==> src/rtl/akiko_c2p_dma.sv <==
// Akiko C2P batch sequencer: streams 32-pixel chunky blocks from memory into the
// C2P port, then drains the planar result and stores each word to its bitplane.
module akiko_c2p_dma #(
  parameter int AW = 23,
  parameter int CW = 16
) (
  input  logic          clk,
  input  logic          reset,
  input  logic          start,
  input  logic [AW-1:0] src_base,
  input  logic [AW-1:0] dst_base,
  input  logic [AW-1:0] plane_stride,
  input  logic [CW-1:0] block_count,
  output logic          busy,
  output logic          done,
  output logic          mem_req,
  output logic          mem_we,
  output logic [AW-1:0] mem_addr,
  output logic [15:0]   mem_wdata,
  input  logic [15:0]   mem_rdata,
  input  logic          mem_ack,
  input  logic          cpu_cs,
  input  logic          cpu_rd,
  input  logic          cpu_wr,
  input  logic [4:0]    cpu_addr,
  input  logic [15:0]   cpu_din,
  output logic [15:0]   cpu_dout,
  output logic          cpu_stall,
  output logic          c2p_cs,
  output logic          c2p_rd,
  output logic          c2p_wr,
  output logic [4:0]    c2p_addr,
  output logic [15:0]   c2p_din,
  input  logic [15:0]   c2p_dout
);

  localparam logic [2:0] ST_IDLE  = 3'd0;
  localparam logic [2:0] ST_PRIME = 3'd1;
  localparam logic [2:0] ST_FETCH = 3'd2;
  localparam logic [2:0] ST_LOAD  = 3'd3;
  localparam logic [2:0] ST_DRAIN = 3'd4;
  localparam logic [2:0] ST_STORE = 3'd5;
  localparam logic [2:0] ST_NEXT  = 3'd6;
  localparam logic [2:0] ST_FIN   = 3'd7;

  localparam logic [4:0] C2P_PORT = 5'b11100;

  logic [2:0]    state_q, state_d;
  logic [3:0]    w_q, w_d;
  logic [CW-1:0] b_q, b_d;
  logic [CW-1:0] count_q, count_d;
  logic [AW-1:0] src_q, src_d;
  logic [AW-1:0] dst_q, dst_d;
  logic [AW-1:0] stride_q, stride_d;
  logic [15:0]   load_q, load_d;
  logic [15:0]   store_q, store_d;

  logic [CW-1:0] b_inc;
  logic [AW-1:0] b_ext;
  logic [AW-1:0] plane_off;
  logic [AW-1:0] fetch_addr;
  logic [AW-1:0] store_addr;
  logic          idle;

  assign idle  = (state_q == ST_IDLE);
  assign b_inc = b_q + {{(CW-1){1'b0}}, 1'b1};
  assign b_ext = AW'(b_q);

  // Planar word w belongs to plane w>>1; w[0] picks the pixel 0-15 / 16-31 half.
  assign plane_off  = AW'(w_q[3:1]) * stride_q;
  assign fetch_addr = src_q + (b_ext << 4) + AW'(w_q);
  assign store_addr = dst_q + plane_off + (b_ext << 1) + AW'(w_q[0]);

  always_comb begin
    state_d  = state_q;
    w_d      = w_q;
    b_d      = b_q;
    count_d  = count_q;
    src_d    = src_q;
    dst_d    = dst_q;
    stride_d = stride_q;
    load_d   = load_q;
    store_d  = store_q;
    case (state_q)
      ST_IDLE: begin
        if (start) begin
          src_d    = src_base;
          dst_d    = dst_base;
          stride_d = plane_stride;
          count_d  = block_count;
          state_d  = ST_PRIME;
        end
      end
      ST_PRIME: begin
        if (count_q == '0) begin
          state_d = ST_FIN;
        end else begin
          w_d     = 4'd0;
          b_d     = '0;
          state_d = ST_FETCH;
        end
      end
      ST_FETCH: begin
        if (mem_ack) begin
          load_d  = mem_rdata;
          state_d = ST_LOAD;
        end
      end
      ST_LOAD: begin
        if (w_q == 4'd15) begin
          w_d     = 4'd0;
          state_d = ST_DRAIN;
        end else begin
          w_d     = w_q + 4'd1;
          state_d = ST_FETCH;
        end
      end
      ST_DRAIN: begin
        store_d = c2p_dout;
        state_d = ST_STORE;
      end
      ST_STORE: begin
        if (mem_ack) begin
          if (w_q == 4'd15) begin
            state_d = ST_NEXT;
          end else begin
            w_d     = w_q + 4'd1;
            state_d = ST_DRAIN;
          end
        end
      end
      ST_NEXT: begin
        b_d     = b_inc;
        w_d     = 4'd0;
        state_d = (b_inc == count_q) ? ST_FIN : ST_FETCH;
      end
      ST_FIN:  state_d = ST_IDLE;
      default: state_d = ST_IDLE;
    endcase
  end

  always_ff @(posedge clk) begin
    if (reset) begin
      state_q  <= ST_IDLE;
      w_q      <= 4'd0;
      b_q      <= '0;
      count_q  <= '0;
      src_q    <= '0;
      dst_q    <= '0;
      stride_q <= '0;
      load_q   <= 16'd0;
      store_q  <= 16'd0;
    end else begin
      state_q  <= state_d;
      w_q      <= w_d;
      b_q      <= b_d;
      count_q  <= count_d;
      src_q    <= src_d;
      dst_q    <= dst_d;
      stride_q <= stride_d;
      load_q   <= load_d;
      store_q  <= store_d;
    end
  end

  assign busy      = !idle;
  assign done      = (state_q == ST_FIN);
  assign mem_req   = (state_q == ST_FETCH) || (state_q == ST_STORE);
  assign mem_we    = (state_q == ST_STORE);
  assign mem_addr  = (state_q == ST_STORE) ? store_addr : fetch_addr;
  assign mem_wdata = store_q;

  // While a batch runs the sequencer owns the C2P port and the CPU is held off.
  always_comb begin
    if (idle) begin
      c2p_cs    = cpu_cs;
      c2p_rd    = cpu_rd;
      c2p_wr    = cpu_wr;
      c2p_addr  = cpu_addr;
      c2p_din   = cpu_din;
      cpu_dout  = c2p_dout;
      cpu_stall = 1'b0;
    end else begin
      c2p_rd    = (state_q == ST_PRIME) || (state_q == ST_DRAIN);
      c2p_wr    = (state_q == ST_LOAD);
      c2p_cs    = c2p_rd || c2p_wr;
      c2p_addr  = C2P_PORT;
      c2p_din   = load_q;
      cpu_dout  = 16'd0;
      cpu_stall = cpu_cs && (cpu_rd || cpu_wr);
    end
  end

endmodule

==> config.mk <==
export PLATFORM = sky130hd
export DESIGN_NAME = akiko_c2p_dma
export DESIGN_NICKNAME = d
export VERILOG_FILES = /design/src/rtl/akiko_c2p_dma.sv
export SDC_FILE = /design/constraint.sdc
export NUM_CORES = 1
export LEC_CHECK = 0
export BUFFER_PORTS_ARGS = -buffer_cell sky130_fd_sc_hd__buf_2
export CORE_MARGIN = 4
export CORE_UTILIZATION = 55
export DETAILED_ROUTE_END_ITERATION = 10
export GPL_ROUTABILITY_DRIVEN = 0
export PLACE_DENSITY = 0.81
export SYNTH_ARGS = -nofsm -noshare
export SYNTH_HDL_FRONTEND = slang
export SYNTH_SLANG_ARGS = --single-unit
==> constraint.sdc <==
create_clock -name clk -period 7.07 [get_ports clk]
set_clock_uncertainty 0.15 [all_clocks]
set_input_delay 2.121 -clock clk [delete_from_list [all_inputs] [get_ports clk]]
set_output_delay 2.121 -clock clk [all_outputs]
set_load 0.01 [all_outputs]
==> impl_metrics.ini <==
[status]
status = complete, but fails checks
failed_checks = negative setup slack

[timing]
timing.final.hold_violations = 0
slew_headroom = 0.3057
setup_tns_ns = -0.2642
slew_violations = 0
setup_ws_ns = -0.1727
post-route-period-util = 1.024
fin_crit_ns = 7.243
rsz0062_at_grt = true
tightest_slew_ns = 1.038
whs_ns = 0.3057
fmax_mhz = 138.1
setup_viol = 3

[synth]
ys_seq_area_frac = 0.2773
yosysWarnings = 0
ys_async_sr_fraction = 0
synth.avg_cell_area_um2 = 7.641
synth_nets = 1578
syn_area_mm2 = 0.01011
ys.flop_type = dfxtp_1
synth_edf_count = 0
ys_ff_latch = 140
synth_cell_types = 59
synthCells = 1323

[layout]
final_common_cell = nand2_1
finalNonFillerCells = 1776
antenna_cells = 0
final_layout_size_suffix_gt1_frac = 0.2346
fin_nets = 1789
n_fill_cell = 1442
final_cell_mix = 302 x nand2_1, 227 x buf_2, 167 x a21oi_1
syn_to_final_growth_pct = 23.22
fin_util = 0.6910

[placement]
dp_hpwl_mm = 21.86
numPortBuffers = 228
place_inst = 1731

[detailed_routing]
first_pass_iters = 7
drc = 0
routed-via-count = 10070
vias_per_cell = 5.672
drtIter0Drc = 706
ant_nets = 0
drt_wl_total_mm = 30.75
routedWlPerCell_um = 17.32

[floorplan]
fp.dieArea_mm2 = 0.02061
io_pins = 229
coreArea_mm2 = 0.01802
num_rows = 49
die_y_um = 143.6
dieWidth_um = 143.6
start_util = 0.5608

[grt]
grtUsageMet2 = 0.4922
grtUsageTotal = 0.2820
grt-ovfl-total = 0
grt_start_max_net_pins = 86
grt_pass1_vias = 9779
grt_pass1_wl_mm = 46.55
grt.busiest_layer = met2
antenna_found_initial = 0
grt_util_met1 = 0.3325
met3_usage = 0.05857

[clocking]
postCtsHoldBufs = 0
cts_max_level = 4
clk_latency_ns = 0.43
clkSinkCount = 140
numCtsBuffers = 17
clockRootBuffer = clkbuf_16
cts_buffer_depth = 2
clkTransAtPathRegs_ns = 0.07
tritoncts = done

[pwr]
total_power_uw = 2563
powerDensity_mw_per_mm2 = 205.8
p_leak_uw = 0.005668
ir_drop_uv = 197.6

[job]
drv_cap = 0

[worst_setup_path]
critPathMaxFanout = 13
cp.required_ns = 4.80
crit_type = reg -> out
worst_setup_path_start_kind = register
endpoint_kind = output port
cp.arrival_ns = 4.97

[hold_path]
hp-class = reg -> reg
## cells in the mapped netlist (all sizes together), types with 3 or more instances
library cell,n,area [um^2]
inv,103,386.6
nor3,17,90.09
nor2,57,214.0
dfxtp,140,2803
nand3b,4,30.03
fa,58,1161
o22ai,3,18.77
a31oi,11,68.82
and3,9,56.30
buf,9,40.03
xor2,23,201.4
or2,7,43.80
a21oi,173,865.8
o31ai,6,45.04
a211oi,6,55.05
clkbuf,55,206.5
mux2,16,180.2
nand2,303,1137
nand4,7,43.79
and4,5,43.79
nor4,6,37.54
o21bai,4,30.03
o21a,14,105.1
a211o,3,26.28
xnor2,42,367.9
o21ai,44,220.2
mux2i,3,30.03
nand3,17,85.08
nand2b,11,68.82
ha,52,650.6
nor2b,6,37.54
or3,5,31.28
and2,71,444.2
a21o,8,60.06
## sequential cells by signal, indices dropped and copies added (netlist names)
name / count
state_q: 3
w_q: 4
src_q: 23
load_q: 16
b_q: 16
dst_q: 23
stride_q: 23
mem_wdata: 16
count_q: 16
## cell type report
type,instances,area (um^2),share of cell area
timing repair buffer,256,1413,0.1134
clock buffer,18,439.2,0.03526
multi-input combinational,1015,6964,0.5591
clock inverter,14,148.9,0.01195
tap,229,286.5,0.02300
sequential,140,2814,0.2259
inverter,104,390.4,0.03134
## cell families (layout without fill, tap and decap cells)
kind of cell               Yosys count  count (layout)  synth area share
xor gates and xnor gates            65              65           0.05632
adders and majority gates          110             110            0.1792
DFF                                140             140            0.2773
muxes                               19              19           0.02079
AOI/OAI and AO/OA                  292             292            0.1665
and+or+nand+nor                    529             529            0.2369
buffers and inverters              168             392           0.06300
## worst max-delay path: stages (launching register included)
cell and delay, ns:
dfxtp_4 0.38, buf_12 0.14, and2_4 0.16, fa_2 0.46, fa_1 0.51, inv_1 0.06, fa_1 0.43, inv_1 0.13
ha_4 0.22, or2_4 0.26, a21oi_2 0.28, a31oi_4 0.09, buf_6 0.16, a211oi_4 0.28, o21bai_1 0.12, a21oi_1 0.19
xor2_1 0.33, o22ai_2 0.14, buf_2 0.20
## report_power, final
group	switching (uW)	total [uW]	internal (uW)
clock	393	901	508
combinational	424	719	295
sequential	78.5	943	865
total	895	2560	1670
## per-layer routing
metal | vias up | wire, um
met5 | - | 0
met4 | 0 | 1632
met3 | 125 | 2491
met2 | 458 | 15100
met1 | 4677 | 11530
li1 | 4814 | -
## worst paths after layout
check          startpoint           end  slack (ns)  depth (start not counted)
max                w_q[2]  mem_addr[15]       -0.17                         18
min reg2reg  mem_wdata[4]  mem_wdata[4]        0.31                          2
min          mem_wdata[4]  mem_wdata[4]        0.31                          2
max reg2reg    state_q[2]    state_q[0]        3.97                          6
## metrics by stage
step	instance area, um^2	worst slack, ns
after floorplan	10110	0.5693
after global placement	11430	0.2561
after detailed placement	11430	0.1477
after CTS	12120	-0.01187
after global routing	12460	-0.3413
final	12460	-0.1727
## what timing repair did
| item | CTS | global route |
|---|---|---|
| endpoints found under the setup margin | 10 | 10 |
| gates cloned | 0 | 1 |
| endpoints found under the hold margin | 0 | 0 |
| pin swaps | 3 | 28 |
| setup buffers | 4 | 8 |
| gates resized for setup | 16 | 52 |
(Power assumes the default switching activity.)
